[src/rtl/counter_checker_sat_counter.sv]
// sat_counter: statistics counter that sticks at all-ones; clr wins over inc.
module sat_counter #(
  parameter int W = 16
) (
  input  logic         clk,
  input  logic         rst,
  input  logic         clr,
  input  logic         inc,
  output logic [W-1:0] q
);
  logic [W-1:0] r_q;
  always_ff @(posedge clk or posedge rst) begin
    if (rst) r_q <= '0;
    else if (clr) r_q <= '0;
    else if (inc && !(&r_q)) r_q <= r_q + W'(1);
  end
  assign q = r_q;
endmodule

[config.mk]
export PLATFORM = sky130hd
export DESIGN_NAME = sat_counter
export DESIGN_NICKNAME = d
export VERILOG_FILES = /design/src/rtl/counter_checker_sat_counter.sv
export SDC_FILE = /design/constraint.sdc
export NUM_CORES = 1
export LEC_CHECK = 0
export CAP_MARGIN = 5
export CORE_MARGIN = 5
export CORE_UTILIZATION = 55
export CTS_BUF_LIST = sky130_fd_sc_hd__clkbuf_8
export CTS_CLUSTER_SIZE = 10
export DETAILED_ROUTE_END_ITERATION = 7
export GPL_TIMING_DRIVEN = 1
export PLACE_DENSITY_LB_ADDON = 0.15
export SLEW_MARGIN = 25
export SYNTH_ARGS = -nofsm -noshare
export SYNTH_HDL_FRONTEND = slang
export SYNTH_SLANG_ARGS = --single-unit
[constraint.sdc]
create_clock -name clk -period 5.1 [get_ports clk]
set_input_delay 1.02 -clock clk [delete_from_list [all_inputs] [get_ports clk]]
set_output_delay 1.02 -clock clk [all_outputs]
set_load 0.05 [all_outputs]
Yosys cells after proc, flatten, opt, wreduce, memory -nomap -nowiden:

Cells that the tools add are included.
Widths: inputs -> output; s select.

* multiplexer cells: 2
* reduce and logical (&&, ||, !) cells: 4
* add/sub/neg operators: 1

Operators by type and width (number)
* $mux 16: 2
* $add 16x1->16 const B: 1
* $reduce_and 16->1: 1
* $reduce_bool 2->1: 1
* $logic_and 1x1->1: 1
* $logic_not 1->1: 1

* bits in registers: 16

Logic depth before layout (Yosys ltp):

Gate-level depths: netlist of the first run.

* depth after elaboration: 5
* mapped depth: 6

Least setup slack after synthesis of the first run:

No wires, ideal clock.

* path kind: input to register
* from: input port inc
* to: register r_q[13] (netlist: q[13])
* data required time: 5.022 ns
* setup time: 0.078 ns
* arrival time: 2.178 ns
* slack: 2.844 ns
* stages on the path: 5
* path buffers: 1
* path through: nand3_1 -> or3_1 -> clkbuf_2 -> or4_1 -> a21oi_1

* word-level cells in the longest chain between the ends: 2

Ends and longest elaborated chain
* start, declared: line 8 `input logic inc,`
* $logic_and 1x1->1: line 15 `else if (inc && !(&r_q)) r_q <= r_q + W'(1);`
* $reduce_bool 2->1 (no line)
* end signal, assigned: line 15
* end, declared: line 11 `logic [W-1:0] r_q;`

No other way between the ends.
A chain may end at the register's enable or synchronous reset.

Final worst setup path of the first run:

* from: input port inc
* to: register r_q[15] (netlist: q[15])

The elaborated chain is that of the path after synthesis.

==> results of run 1 <==
-- stage by stage --
step / worst slack [ps] / utilization / hold WS (ps) / instance area (um^2) / total power [mW]
after global routing: 2286 / 0.7589 / 557.5 / 1170 / 0.2773
after floorplan: 2844 / - / 801.7 / 922.1 / 0.1471
after CTS: 2371 / 0.7589 / 528.7 / 1170 / 0.2676
after detailed placement: 2156 / 0.7232 / 520.3 / 1115 / 0.1560
final: 2362 / 0.7589 / 527.5 / 1170 / 0.2673
after global placement: 2237 / 0.7232 / 512.3 / 1115 / 0.1550
-- cell families (layout without fill, tap and decap cells) --
family | after synthesis | count (layout)
AND/OR/NAND/NOR | 46 | 46
buffers and inverters | 10 | 29
adder cells (fa/ha/maj) | 1 | 1
AO/OA/AOI/OAI | 27 | 27
flip-flops | 16 | 16
multiplexers | 4 | 4
-- layout make-up --
type	count	share of cell area
clock buffer	4	0.04706
inverter	6	0.01925
multi-input combinational	78	0.4118
sequential	16	0.3422
tap	16	0.01711
timing repair buffer	19	0.1626
-- path summary, 6_finish.rpt --
path	slack, ps	to	start	cells past startpoint
worst max-delay path	2360	q[15]	inc	5
worst min-delay path	530	q[4]	q[4]	1
worst max register to register	3080	q[12]	q[0]	5
worst min register to register	530	q[4]	q[4]	1
max in group asynchronous	3560	q[15]	rst	2
min in group asynchronous	1140	q[10]	rst	2
-- placed cells by master (no fill, tap or decap), drive strengths merged, types with 2 or more instances in the layout --
cell and n:
nand2 6, or4 3, nor2b 2, o31ai 5, dfrtp 16, nand2b 4
nor2 9, mux2 3, nand3 6, inv 6, or3 8, a21oi 8
nor3 2, clkdlybuf4s50 19, clkbuf 4, a211oi 2, a31oi 2, and3 2
o21ai 5
-- power by group --
| part | switching (mW) | internal, mW |
|---|---|---|
| clock | 0.0451 | 0.0686 |
| sequential | 0.00231 | 0.128 |
| combinational | 0.0147 | 0.00826 |
-- routing by layer --
metal / global-route usage / vias up
met4: 0.08511 / 0
met2: 0.2975 / 37
met1: 0.2400 / 428
li1: - / 420
met3: 0.03779 / 3
met5: 0 / -
==> metrics.yaml, run 1 <==
status: "finished clean"
synthSimpleGateAreaFrac: 0.2768
register_area_um2: 400.4
placedCellCount: 135
fin_crit_ps: 2738
cp_num_buf_inv: 1
p_leak_nw: 0.4358
grt_usage: 0.1860
path_class: "primary input to flip-flop"
area_delta_synth_final_pct: 26.87
synth.area.top_cells: "dfrtp_1 (43%), or3_1 (5.4%), a21oi_1 (4.3%), o31ai_1 (4.1%), nor2_1 (3.7%)"
synth_fa_ha_area_frac: 0.01357
num_vias: 888
core_area_um2: 1541
yosys.area.top_type_share: 0.4342
grt_setup_unrepaired: "false"
critPathTopFamily: "simple AND/OR/NAND/NOR gates"
clkSinkCount: 16
synthXorXnorAreaFrac: 0
worstPathCellList: "clkdlybuf4s50_1 > nand3_1 > or3_1 > a2111oi_0 > nor3b_1"
ys_seq_area_frac: 0.4342
cts_root_buf: "clkbuf_8"
critical_path_arrival_ps: 2840
fin_skew_ps: 1.794
synth_nets: 109
clock_path_buffers: 2
clk_latency_ps: 250
yosysMostFrequentCell: "dfrtp_1"
tns_ps: 0
ios: 20
initial_core_util: 0.5982
nNetsFinal: 129
viasPerCell: 6.388
std_cell_rows: 14
critPathMaxStageDelay_ps: 580
drive_gt1_frac: 0.08943
antenna_found_initial: 0
grt_pass1_wl_mm: 3.719
dominantRegCellSynth: "dfrtp_1"
grt_pass1_vias: 785
avgSynthCellArea_um2: 8.867
maxSlewHeadroom: 0.4832
synth_area_leader_cell: "dfrtp_1"
post-cts-setup-buffers: 0
grt_overflow: 0
dr_wl_met3_um: 161
min_period_over_period: 0.5368
postRouteAntennaNets: 0
yosysWarningCount: 0
start_kind: "primary input"
netlist_instances: 104
required_ps: 5200
drt_iter0_drc: 34
muxShareOfSynthArea: 0.04749
peakVddDrop_mv: 0.1722
fmax_mhz: 365.3
antenna_cells: 0
synth_compound_area_frac: 0.1845
synth_common_cells: "dfrtp_1 (16), nor2_1 (9), a21oi_1 (8), or3_1 (8)"
numPortBuffers: 19
dp.final_hpwl_mm: 1.588
cts.htree.levels: 1
fillCellCount: 109
synth_top_family_by_area: "simple AND/OR/NAND/NOR gates"
cts_buffers: 3
top_layer: "met4"
drv_cap: 0
route.met2.wl_mm: 1.116
worstMarginPinSlew_ps: 772.8
power.density_nw_per_um2: 228.5
synthArstFlopShare: 1.000
multi_input_area_um2: 481.7
ctsHoldBuffers: 0
cp-end-kind: "flip-flop"
setup_viol: 0
dr.pass1.iters: 4
cpMaxStageDelayCell: "clkdlybuf4s50_1"
die_w_um: 50.95
cp_max_fo: 9
cts_tree: "done"
grt_max_degree: 23
synth-seq-cells: 16
drv_slew: 0
cts_resized: 0
ys_types: 33
dieArea_um2: 2595
hp-class: "flip-flop to flip-flop"
clk_pin_slew_worst_paths_ps: 60
place_congestion: 0.8105
drc: 0
wl_met1_um: 998
hold_violations: 0
wl_per_cell_um: 16.58
syn_area_um2: 922.1
dieHeight_um: 50.95
largest_reg_flops: 16
final_cells: 139
wirelength_mm: 2.304
synth_edf_count: 0
Power figures use the tool's default switching activity.
==> inputs of run 2 (changes only) <==
--- a/config.mk
+++ b/config.mk
@@ -7,7 +7,7 @@
 export LEC_CHECK = 0
 export CAP_MARGIN = 5
 export CORE_MARGIN = 5
-export CORE_UTILIZATION = 55
+export CORE_UTILIZATION = 46
 export CTS_BUF_LIST = sky130_fd_sc_hd__clkbuf_8
 export CTS_CLUSTER_SIZE = 10
 export DETAILED_ROUTE_END_ITERATION = 7
==> constraint.sdc (replaced) <==
create_clock -name clk -period 2.4 [get_ports clk]
set_input_delay 0.48 -clock clk [delete_from_list [all_inputs] [get_ports clk]]
set_output_delay 0.48 -clock clk [all_outputs]
set_load 0.05 [all_outputs]
==> run 2 against run 1 <==
  * Clock power grew 68%
  * Final cell count grew 8.6%
  * Clock-buffer cell count shrank 1
  * Total power grew 94%
  * Worst hold slack gained 5.2 ps
  * Register-to-register slack lost 2600 ps
  * Via count shrank 4.4%
  * Design area grew 1.3%
  * Utilization shrank 15 points
  * Non-clock buffer count grew 2
  * Clock skew grew 1.4 ps
==> metrics.yaml, run 2 (synthesized netlist as in run 1, its figures left out) <==
wirelength_mm: 1.935  # was 2.304 mm
final_common_cell: "clkdlybuf4s50_1"  # unchanged
dieHeight_um: 54.78  # was 50.95 um
tns_ps: 0  # unchanged
drc: 0  # unchanged
cts.htree.levels: 1  # unchanged
place_congestion: 0.8807  # was 0.8105
fillCellCount: 190  # was 109
fin_crit_ps: 2118
status: "finished clean"  # unchanged
drv_slew: 0  # unchanged
required_ps: 2560  # was 5200 ps
num_vias: 849  # was 888
multi_input_area_um2: 481.7  # unchanged
cts_buffers: 3  # unchanged
ios: 20  # unchanged
setup_viol: 0  # unchanged
hp-class: "flip-flop to flip-flop"  # unchanged
viasPerCell: 5.623  # was 6.388
hold_violations: 0  # unchanged
clkSinkCount: 16  # unchanged
clk_pin_slew_worst_paths_ps: 60  # about the same
clk_latency_ps: 240  # was 250 ps
drv_cap: 0  # unchanged
numPortBuffers: 19  # unchanged
core_area_um2: 1942  # was 1541 um^2
largest_reg_flops: 16  # unchanged
clock_path_buffers: 2  # unchanged
dieArea_um2: 3000  # was 2595 um^2
grt_overflow: 0  # unchanged
peakVddDrop_mv: 0.3996  # was 0.1722 mV
fin_skew_ps: 3.187  # was 1.794 ps
worstMarginPinSlew_ps: 700.5  # was 772.8 ps
register_area_um2: 400.4  # unchanged
total_power_uw: 518.4  # was 267.3 uW
grt_usage: 0.1532  # was 0.1860
start_kind: "primary input"  # unchanged
critical_path_arrival_ps: 2280  # was 2840 ps
grt_max_degree: 17  # was 23
nNetsFinal: 131  # was 129
p_leak_nw: 0.4376  # was 0.4358 nW
die_w_um: 54.78  # was 50.95 um
path_class: "primary input to flip-flop"  # unchanged
antenna_cells: 0  # unchanged
min_period_over_period: 0.8823
cts_root_buf: "clkbuf_8"  # unchanged
drt_iter0_drc: 10  # was 34
cts_resized: 0  # unchanged
power.density_nw_per_um2: 437.5  # was 228.5 nW/um^2
grt_pass1_vias: 790  # was 785
hold_ws_ps: 532.8  # was 527.5 ps
final_cell_mix: "clkdlybuf4s50_1 (19), dfrtp_1 (16), nor2_1 (9), or3_1 (8), a21oi_1 (8)"  # unchanged
grt_pass1_wl_mm: 3.222  # was 3.719 mm
post-cts-setup-buffers: 0  # unchanged
ctsHoldBuffers: 0  # unchanged
std_cell_rows: 16  # was 14
cp_max_fo: 9  # unchanged
area_delta_synth_final_pct: 28.49  # was 26.87%
initial_core_util: 0.4749  # was 0.5982
maxSlewHeadroom: 0.5287  # was 0.4832
dp.final_hpwl_mm: 1.509  # was 1.588 mm
antenna_found_initial: 0  # unchanged
cts_tree: "done"  # unchanged
grt_setup_unrepaired: "false"  # unchanged
wl_per_cell_um: 12.81  # was 16.58 um
postRouteAntennaNets: 0  # unchanged
pre_cts_slack_ps: 28.43  # was 2156 ps
fmax_mhz: 472.2
fin_ws_ps: 282.4  # was 2362 ps
cp-end-kind: "flip-flop"  # unchanged
drive_gt1_frac: 0.09677  # was 0.08943
dr.pass1.iters: 4  # unchanged
## run 2: metrics by stage
| stage | cell area, um^2 | cells | util |
|---|---|---|---|
| global placement | 1144 | 148 | 0.5889 |
| global route | 1185 | 151 | 0.6102 |
| detailed placement | 1144 | 148 | 0.5889 |
| finish | 1185 | 151 | 0.6102 |
| floorplan | 922.1 | 104 | - |
| CTS | 1185 | 151 | 0.6102 |
## run 2: per-layer routing
layer,track usage,up-vias,part of all wire
met2,0.2559,18,0.50
met4,0.09544,0,0.021
li1,-,421,-
met5,0,-,0
met1,0.1773,405,0.44
met3,0.02997,5,0.042
## run 2: report_power, final
part	switching, mW	internal [mW]	leakage, nW
Sequential	0.00455	0.273	0.222
Clock	0.0811	0.111	0.0216
Combinational	0.0301	0.0185	0.194
## run 2: final cells by class
type | count | share of cell area
sequential | 16 | 0.3379
inverter | 6 | 0.01901
multi-input combinational | 78 | 0.4065
tap | 27 | 0.02851
timing repair buffer | 21 | 0.1732
clock buffer | 3 | 0.03485
## run 2: worst paths after layout
kind,to,slack (ps),depth (start not counted),startpoint
max,q[13],280,5,inc
min,q[4],530,1,q[4]
max reg2reg,q[12],530,5,q[0]
min reg2reg,q[4],530,1,q[4]
max in group asynchronous,q[0],1370,2,rst
min in group asynchronous,q[2],620,2,rst
## run 2: worst max-delay path, stage by stage
cell,delay (ps)
clkdlybuf4s50_1,550
nand3_1,160
or3_1,510
or4_1,430
a21oi_1,150
